===== src/rtl/regfile_arb_pkg.sv =====
// regfile_arb_pkg: shared types, parameter defaults and width helper for the
// regfile write-port arbiter.
//   clog2_min1(n) : address/index width for n items, never less than 1
//   wr_req_t      : one writeback request payload at default widths
package regfile_arb_pkg;

  function automatic int clog2_min1(input int n);
    return (n > 1) ? $clog2(n) : 1;
  endfunction

  localparam int N_ENTRIES_DEF     = 4;
  localparam int ENTRY_WIDTH_DEF   = 4;
  localparam int N_REQ_DEF         = 4;
  localparam int N_WRITE_PORTS_DEF = 2;
  localparam int N_READ_PORTS_DEF  = 2;
  localparam int PTR_WIDTH_DEF     = clog2_min1(N_ENTRIES_DEF);

  typedef struct packed {
    logic [PTR_WIDTH_DEF-1:0]   addr;
    logic [ENTRY_WIDTH_DEF-1:0] data;
  } wr_req_t;

endpackage


===== src/rtl/rr_conflict_select.sv =====
// rr_conflict_select: combinational rotating scan for the write arbiter.
// Walks requesters from rr_ptr upward (mod N_REQ), granting each valid one
// whose address is not already claimed this cycle, until the write ports run
// out. The k-th grant lands on port k.
//   valid/addr  : requester valid bits and target entries
//   rr_ptr      : first requester scanned
//   grant       : per-requester grant
//   port_en     : port k carries a grant
//   port_idx    : requester driving port k
//   last_idx    : last requester granted (rr_ptr when nothing granted)
//   any_grant   : at least one grant this cycle
module rr_conflict_select #(
  parameter int N_REQ         = 4,
  parameter int N_WRITE_PORTS = 2,
  parameter int AW            = 2,
  parameter int IW            = 2
) (
  input  logic [N_REQ-1:0]                  valid,
  input  logic [N_REQ-1:0][AW-1:0]          addr,
  input  logic [IW-1:0]                     rr_ptr,
  output logic [N_REQ-1:0]                  grant,
  output logic [N_WRITE_PORTS-1:0]          port_en,
  output logic [N_WRITE_PORTS-1:0][IW-1:0]  port_idx,
  output logic [IW-1:0]                     last_idx,
  output logic                              any_grant
);

  logic [N_WRITE_PORTS-1:0][AW-1:0] port_addr;
  logic [IW-1:0]                    idx;
  logic                             clash;
  int                               cnt;

  always_comb begin
    grant     = '0;
    port_en   = '0;
    port_idx  = '0;
    port_addr = '0;
    last_idx  = rr_ptr;
    idx       = '0;
    clash     = 1'b0;
    cnt       = 0;
    for (int k = 0; k < N_REQ; k++) begin
      idx   = IW'((int'(rr_ptr) + k) % N_REQ);
      // Same-address requesters later in rotation wait, so one port per entry.
      clash = 1'b0;
      for (int p = 0; p < N_WRITE_PORTS; p++)
        if (port_en[p] && port_addr[p] == addr[idx]) clash = 1'b1;
      if (valid[idx] && !clash && cnt < N_WRITE_PORTS) begin
        grant[idx] = 1'b1;
        for (int p = 0; p < N_WRITE_PORTS; p++)
          if (p == cnt) begin
            port_en[p]   = 1'b1;
            port_idx[p]  = idx;
            port_addr[p] = addr[idx];
          end
        last_idx = idx;
        cnt      = cnt + 1;
      end
    end
  end

  assign any_grant = |grant;

endmodule


===== src/rtl/regfile_wr_arbiter.sv =====
// regfile_wr_arbiter: shares N_WRITE_PORTS regfile write ports among N_REQ
// writeback requesters with round-robin priority and per-cycle address
// conflict avoidance. Write ports are driven from registers; the regfile
// commits one edge after the grant is registered.
//   clk, rst_aH                 : clock, async active-high reset
//   req_valid/addr/data, ready  : requester handshake (transfer on valid&ready)
//   wr_en/wr_addr/wr_data       : registered regfile write ports
//   rd_addr, fwd_hit, fwd_data  : read-port snoop for in-flight writes
// Build option: REGFILE_WR_ARB_FWD_EN enables the forwarding compare;
// otherwise fwd_hit/fwd_data are tied to zero.
module regfile_wr_arbiter
  import regfile_arb_pkg::*;
#(
  parameter int N_ENTRIES     = N_ENTRIES_DEF,
  parameter int ENTRY_WIDTH   = ENTRY_WIDTH_DEF,
  parameter int N_REQ         = N_REQ_DEF,
  parameter int N_WRITE_PORTS = N_WRITE_PORTS_DEF,
  parameter int N_READ_PORTS  = N_READ_PORTS_DEF,
  localparam int PTR_WIDTH    = clog2_min1(N_ENTRIES)
) (
  input  logic                                        clk,
  input  logic                                        rst_aH,
  input  logic [N_REQ-1:0]                            req_valid,
  input  logic [N_REQ-1:0][PTR_WIDTH-1:0]             req_addr,
  input  logic [N_REQ-1:0][ENTRY_WIDTH-1:0]           req_data,
  output logic [N_REQ-1:0]                            req_ready,
  output logic [N_WRITE_PORTS-1:0]                    wr_en,
  output logic [N_WRITE_PORTS-1:0][PTR_WIDTH-1:0]     wr_addr,
  output logic [N_WRITE_PORTS-1:0][ENTRY_WIDTH-1:0]   wr_data,
  input  logic [N_READ_PORTS-1:0][PTR_WIDTH-1:0]      rd_addr,
  output logic [N_READ_PORTS-1:0]                     fwd_hit,
  output logic [N_READ_PORTS-1:0][ENTRY_WIDTH-1:0]    fwd_data
);

  localparam int IW = clog2_min1(N_REQ);

  logic [IW-1:0]                    rr_ptr;
  logic [N_REQ-1:0]                 grant;
  logic [N_WRITE_PORTS-1:0]         port_en;
  logic [N_WRITE_PORTS-1:0][IW-1:0] port_idx;
  logic [IW-1:0]                    last_idx;
  logic                             any_grant;

  rr_conflict_select #(
    .N_REQ         (N_REQ),
    .N_WRITE_PORTS (N_WRITE_PORTS),
    .AW            (PTR_WIDTH),
    .IW            (IW)
  ) u_sel (
    .valid     (req_valid),
    .addr      (req_addr),
    .rr_ptr    (rr_ptr),
    .grant     (grant),
    .port_en   (port_en),
    .port_idx  (port_idx),
    .last_idx  (last_idx),
    .any_grant (any_grant)
  );

  // No handshake can complete while reset is held.
  assign req_ready = grant & {N_REQ{~rst_aH}};

  always_ff @(posedge clk or posedge rst_aH) begin
    if (rst_aH) begin
      rr_ptr  <= '0;
      wr_en   <= '0;
      wr_addr <= '0;
      wr_data <= '0;
    end else begin
      wr_en <= port_en;
      // Idle ports keep their last addr/data.
      for (int p = 0; p < N_WRITE_PORTS; p++)
        if (port_en[p]) begin
          wr_addr[p] <= req_addr[port_idx[p]];
          wr_data[p] <= req_data[port_idx[p]];
        end
      if (any_grant)
        rr_ptr <= (last_idx == IW'(N_REQ - 1)) ? '0 : last_idx + 1'b1;
    end
  end

`ifdef REGFILE_WR_ARB_FWD_EN
  // Selection never puts one address on two ports, so at most one match.
  always_comb begin
    fwd_hit  = '0;
    fwd_data = '0;
    for (int r = 0; r < N_READ_PORTS; r++)
      for (int p = 0; p < N_WRITE_PORTS; p++)
        if (wr_en[p] && wr_addr[p] == rd_addr[r]) begin
          fwd_hit[r]  = 1'b1;
          fwd_data[r] = wr_data[p];
        end
  end
`else
  assign fwd_hit  = '0;
  assign fwd_data = '0;
  logic unused_rd;
  assign unused_rd = ^rd_addr;
`endif

endmodule


===== config.mk =====
export PLATFORM = sky130hd
export DESIGN_NAME = regfile_wr_arbiter
export DESIGN_NICKNAME = d
export VERILOG_FILES = /design/src/rtl/regfile_arb_pkg.sv /design/src/rtl/rr_conflict_select.sv /design/src/rtl/regfile_wr_arbiter.sv
export SDC_FILE = /design/constraint.sdc
export NUM_CORES = 1
export LEC_CHECK = 0
export CORE_MARGIN = 4
export CORE_UTILIZATION = 40
export CTS_CLUSTER_SIZE = 28
export DETAILED_ROUTE_END_ITERATION = 12
export PLACE_DENSITY = 0.76
export RECOVER_POWER = 25
export SLEW_MARGIN = 0
export SYNTH_ARGS = -nofsm -noshare
export SYNTH_HDL_FRONTEND = slang
export SYNTH_SLANG_ARGS = --single-unit
export TNS_END_PERCENT = 100

===== constraint.sdc =====
create_clock -name clk -period 8.5 [get_ports clk]
set_clock_uncertainty 0.2 [all_clocks]
set_input_delay 2.125 -clock clk [delete_from_list [all_inputs] [get_ports clk]]
set_output_delay 2.125 -clock clk [all_outputs]
set_load 0.01 [all_outputs]

==> run_results.csv, run 1 <==
group,metric,value,unit
drt,ant_nets,0,
synthesis,synth-xor-area-share,0.0409,
synthesis,yosys.area_share.simple,0.162,
timing,worst_pin_slew,804,ps
timing,fin_crit,8350,ps
drt,routed_wl,5.87,mm
worst_hold_path,worstHoldStart,"wr_data[4]",
setup_path,critPathMaxFanout,6,
synthesis,synth.distinct_cells,61,
synthesis,yosys_warnings,0,
clock_network,hold_buffers,0,
final_layout,drive_gt1_frac,0.187,
setup_path,startpoint_type,"input pin",
worst_hold_path,hold_path.class,"reg -> reg",
clock_network,clk_latency,250,ps
clock_network,clkSlewWorstSetupHoldPaths,60,ps
floorplanning,die_y,81.2,um
clock_network,clock-sinks,16,
setup_path,critPathCaptureType,"primary output",
timing,timing.final.crit_share,0.983,
grt,grt_max_degree,25,
grt,grtUsageTotal,0.178,
floorplanning,die-area,0.00659,mm2
synthesis,synth_mux_area_frac,0.215,
timing,setup_viol,0,
setup_path,cp_data_required_time,6180,ps
drt,vias,2109,
drt,drc,0,
drt,drt-pass1-iter-count,6,
setup_path,r2r_end,"wr_data[3]",
grt,antenna_found_initial,0,
final_layout,num_antenna_cells,0,
synthesis,syn_area,0.00214,mm2
timing,rsz0062_at_grt,"no",
clock_network,root_buffer,"clkbuf_8",
setup_path,arrival,6030,ps
synthesis,netlist.area_leader.share,0.187,
placement,gp_congestion,0.862,
synthesis,yosys-top-cells-count,"18 x nand3_1, 16 x dfrtp_1, 15 x nand2_1",
drt,avgViaCountPerCell,5.96,
synthesis,yosys.area.top_type,"dfrtp_1",
synthesis,synth_top_family_by_area,"compound AO/OA/AOI/OAI gates",
synthesis,synth_seq_cells,16,
floorplanning,start_util,0.417,
clock_network,cts_tree,"built",
timing,max_freq,120,MHz
clock_network,cts_buffer_depth,2,
synthesis,syn_area_per_cell,9.15,um2
setup_path,worstSetupPathType,"in -> out",
worst_hold_path,hold_depth,1,
clock_network,cts_max_level,1,
setup_path,regToRegStartpoint,"rr_ptr[0]",
floorplanning,core,0.00514,mm2
final_layout,finalNetCount,327,
floorplanning,ios,62,
synthesis,synthCells,234,
synthesis,synth_area_leaders,"dfrtp_1 19%, mux4_2 13%, mux2i_1 4.7%",
timing,tns,0,ps
synthesis,synthAdderAreaFrac,0.0409,
drt,routedWlPerCell,16.6,um
floorplanning,die-width,81.2,um
setup_path,r2r_cells,17,
outcome,status,"completed",
placement,io_buffers,47,
grt,grt_pass1_wl,9.55,mm
timing,slew_headroom,0.457,
run,cap_violations,0,
timing,report.final.hold_viol_count,0,
floorplanning,row_count,26,
final_layout,synthToLayoutAreaGrowth,27.6,%
grt,first_global_vias,2053,
worst_hold_path,min_to,"wr_data[4]",
synthesis,synth_compound_area_frac,0.272,
setup_path,r2r_setup_slack,2870,ps
timing,slew_violations,0,
synthesis,synth_most_common_cell,"nand3_1",
synthesis,async_flop_share,1.00,
drt,drtIter0Drc,186,
clock_network,numCtsBuffers,3,
timing,fin_hold_ws,360,ps
synthesis,yosysSeqAreaShare,0.187,
grt,overflow,0,
placement,hpwl,4.52,mm
synthesis,synth_edf_count,0,
synthesis,synth_flop_cell,"dfrtp_1",
==> cell usage in the layout, fill, tap and decap left out, drive strengths merged, types with 4 or more instances in the layout <==
cell type / synthesis / final
clkdlybuf4s50: 0 / 44
nand2: 15 / 15
xnor2: 6 / 6
buf: 18 / 13
o21ai: 12 / 12
ha: 7 / 7
nand3: 18 / 18
a211oi: 14 / 14
mux2: 8 / 8
nor2: 12 / 12
conb: 1 / 10
a222oi: 4 / 4
o221a: 7 / 7
xor2: 4 / 4
dfrtp: 16 / 16
mux4: 12 / 12
inv: 7 / 7
a21oi: 12 / 12
mux2i: 10 / 10
nor3b: 5 / 5
==> metal layers <==
metal | GRT usage | part of all wire | wire [um]
met3 | 0.0266 | 0.072 | 421
met4 | 0.0186 | 0.0048 | 28
met1 | 0.247 | 0.43 | 2540
met2 | 0.301 | 0.49 | 2880
met5 | 0 | 0 | 0
==> worst max path at each step <==
stage	from	cells after the start	to	slack (ps)
after global routing	req_addr[2]	12	req_ready[1]	30
after floorplan	req_addr[6]	12	req_ready[0]	820
after global placement	req_addr[2]	12	req_ready[2]	130
final	req_addr[1]	12	req_ready[1]	150
after detailed placement	req_addr[2]	12	req_ready[1]	130
after CTS	req_addr[2]	12	req_ready[1]	100
==> through the flow <==
step	instances	cell area [um2]	setup slack, ps	util
floorplan	243	2170	824	-
global placement	349	2670	132	0.519
detailed placement	349	2670	127	0.519
CTS	352	2710	95.6	0.528
global route	354	2730	30.4	0.531
finish	354	2730	146	0.531
==> registers in the layout (all words and copies together) (netlist names) <==
name,count
rr_ptr,2
wr_addr,4
wr_data,8
wr_en,2
==> area by class of cell <==
type | count | area (um2)
timing repair buffer | 60 | 573
sequential | 16 | 400
tap | 70 | 87.6
fill | 523 | 2410
inverter | 7 | 26.3
clock buffer | 3 | 41.3
multi-input combinational | 198 | 1600
==> critical path, stage by stage <==
cell and delay (ps):
clkdlybuf4s50_1 510, mux4_2 550, xor2_1 200, o31a_1 280
ha_1 210, or4b_4 580, o221a_1 270, o22a_1 240
a211oi_4 270, nand2_1 90, a21oi_1 150, clkdlybuf4s50_1 550
==> logic make-up after synthesis <==
kind of cell / after synthesis
compound gates: 74
buf+inv: 29
flops: 16
xor+xnor: 10
mux: 30
simple gates: 67
other cells: 1
fa+ha+maj: 7
==> what timing repair did <==
action	4_1_cts	5_1_grt
setup buffers	0	2
setup endpoints to repair	0	4
resized for setup	0	2
Power of run 1 is left out: the tool's default activity adds up to more than one toggle a clock period on the data nets, which glitch-free logic cannot reach.
==> run 2, diff against run 1 <==
--- a/config.mk
+++ b/config.mk
@@ -11,7 +11,7 @@
 export DETAILED_ROUTE_END_ITERATION = 12
 export PLACE_DENSITY = 0.76
 export RECOVER_POWER = 25
-export SLEW_MARGIN = 0
+export SLEW_MARGIN = 20
 export SYNTH_ARGS = -nofsm -noshare
 export SYNTH_HDL_FRONTEND = slang
 export SYNTH_SLANG_ARGS = --single-unit
==> results of run 2 <==
No change in the layout: final DEF, timing and power equal those of run 1.
Power of run 2 is left out for the same reason.
==> run 3, diff against run 2 <==
--- a/config.mk
+++ b/config.mk
@@ -6,10 +6,10 @@
 export NUM_CORES = 1
 export LEC_CHECK = 0
 export CORE_MARGIN = 4
-export CORE_UTILIZATION = 40
+export CORE_UTILIZATION = 35
 export CTS_CLUSTER_SIZE = 28
 export DETAILED_ROUTE_END_ITERATION = 12
-export PLACE_DENSITY = 0.76
+export PLACE_DENSITY = 0.69
 export RECOVER_POWER = 25
 export SLEW_MARGIN = 20
 export SYNTH_ARGS = -nofsm -noshare
==> run 3 against run 2 <==
Worst hold slack improved by 8.6 ps. Flip-flop and latch count did not move. Clock-buffer cell count did not move. Non-clock buffer count did not move. Utilization fell by 6.9 points. Die area rose by 13%. Design area rose by 0.23%. Register-to-register slack improved by 190 ps. Wire length rose by 4.3%. Via count rose by 1.6%. Sequential share of layout area barely moved. Critical path type unchanged. Critical endpoint is now req_ready[0].
==> run_results.csv, run 3 (synthesis gave the netlist of run 1 again) <==
group,metric,value,unit
outcome,status,"completed",
run,cap_violations,0,
timing,fin_crit,8330,ps
worst_hold_path,hold_path.class,"reg -> reg",
timing,tns,0,ps
placement,dpl_cell_area,0.00267,mm2
final_layout,final_common_cell,"clkdlybuf4s50_1",
floorplanning,die-width,86.2,um
timing,rsz0062_at_grt,"no",
final_layout,finalNetCount,327,
grt,grtUsageTotal,0.163,
grt,antenna_found_initial,0,
final_layout,largest_reg_flops,8,
clock_network,cts_max_level,1,
placement,hpwl,4.56,mm
timing,max_freq,120,MHz
setup_path,startpoint_type,"input pin",
setup_path,critPathTopFamily,"compound AO/OA/AOI/OAI gates",
floorplanning,die-area,0.00743,mm2
timing,timing.final.crit_share,0.981,
floorplanning,row_count,28,
setup_path,slowest_delay,570,ps
setup_path,critPathMaxFanout,5,
clock_network,cts_buffer_depth,2,
setup_path,worstSetupPathType,"in -> out",
floorplanning,start_util,0.362,
setup_path,critPathBufInv,2,
drt,vias,2143,
final_layout,reg_top3,"wr_data: 8 flops, wr_addr: 4 flops",
clock_network,cts_tree,"built",
placement,gp_congestion,0.816,
final_layout,synthToLayoutAreaGrowth,27.9,%
final_layout,final_cell_mix,"44 x clkdlybuf4s50_1, 18 x nand3_1, 16 x dfrtp_1",
clock_network,clk_latency,250,ps
final_layout,drive_gt1_frac,0.187,
setup_path,critPathCaptureType,"primary output",
grt,first_global_vias,2051,
setup_path,cp_data_required_time,6180,ps
timing,setup_viol,0,
drt,drt-pass1-iter-count,6,
timing,slew_violations,0,
drt,routedWlPerCell,17.0,um
grt,grt_pass1_wl,9.96,mm
clock_network,root_buffer,"clkbuf_8",
clock_network,clkSlewWorstSetupHoldPaths,60,ps
timing,worst_pin_slew,823,ps
final_layout,design_area,0.00274,mm2
setup_path,cp_cell_sequence,"clkdlybuf4s50_1 > mux4_2 > xor2_1 > o31a_1 > ha_1 > or4b_4 > o221a_1 > o22a_1 > a211oi_4 > nand2_1 > a21oi_1 > clkdlybuf4s50_1",
floorplanning,core,0.00592,mm2
floorplanning,ios,62,
drt,avgViaCountPerCell,5.97,
drt,routed_wl,6.12,mm
setup_path,crit_slowest_cell,"or4b_4",
clock_network,clock-sinks,16,
final_layout,top_register,"wr_data",
clock_network,numCtsBuffers,3,
drt,ant_nets,0,
drt,drtIter0Drc,149,
grt,overflow,0,
final_layout,num_antenna_cells,0,
drt,drc,0,
grt,grt_max_degree,24,
placement,io_buffers,47,
floorplanning,die_y,86.2,um
setup_path,cpMostUsedCell,"clkdlybuf4s50_1",
timing,slew_headroom,0.444,
timing,report.final.hold_viol_count,0,
setup_path,arrival,6010,ps
[run 3: metrics by stage]
| step | worst slack, ps | cells | util | hold WS (ps) |
|---|---|---|---|---|
| 2_1_floorplan | 824 | 243 | - | 393 |
| 3_3_place_gp | 127 | 353 | 0.451 | 351 |
| 3_5_place_dp | 126 | 353 | 0.451 | 360 |
| 4_1_cts | 90.2 | 356 | 0.458 | 376 |
| 5_1_grt | 29.5 | 359 | 0.462 | 386 |
| 6_report | 165 | 359 | 0.462 | 369 |
[run 3: path summary, 6_finish.rpt]
check	end	startpoint	cells after the start	slack [ps]
worst min register to register	wr_addr[0]	wr_addr[0]	2	370
worst max-delay path	req_ready[0]	req_addr[2]	12	170
worst min-delay path	wr_addr[0]	wr_addr[0]	2	370
worst max register to register	wr_data[3]	rr_ptr[0]	15	3060
min in group asynchronous	rr_ptr[1]	rst_aH	2	2280
max in group asynchronous	wr_addr[1]	rst_aH	2	5410
[run 3: what timing repair did]
item / 4_1_cts / 5_1_grt
buffers inserted: 0 / 3
gates resized for setup: 0 / 2
hold buffers: 0 / 0
setup endpoints to repair: 0 / 4
[run 3: worst min-delay path, delay by kind of cell (launching register included)]
family             cells  cell delay (ps)
DFF                    1              370
AOI/OAI and AO/OA      1               60
and+or+nand+nor        1              100
[run 3: per-layer routing]
layer  share of wire  track usage  routed length, um  vias to the layer above
met2            0.48        0.255               2940                       78
met4           0.019       0.0340                114                        0
met3           0.055       0.0390                337                       14
met1            0.45        0.231               2730                     1047
met5               0            0                  0                        -
li1                -            -                  -                     1004
[run 3: cell type report]
cell class	count	area, um2
multi-input cells	198	1600
flip-flops and latches	16	400
fillers	576	3180
inverters	7	26.3
repair buffers	60	573
well taps	75	93.8
clock buffers	3	41.3
Power of run 3 is left out for the same reason.
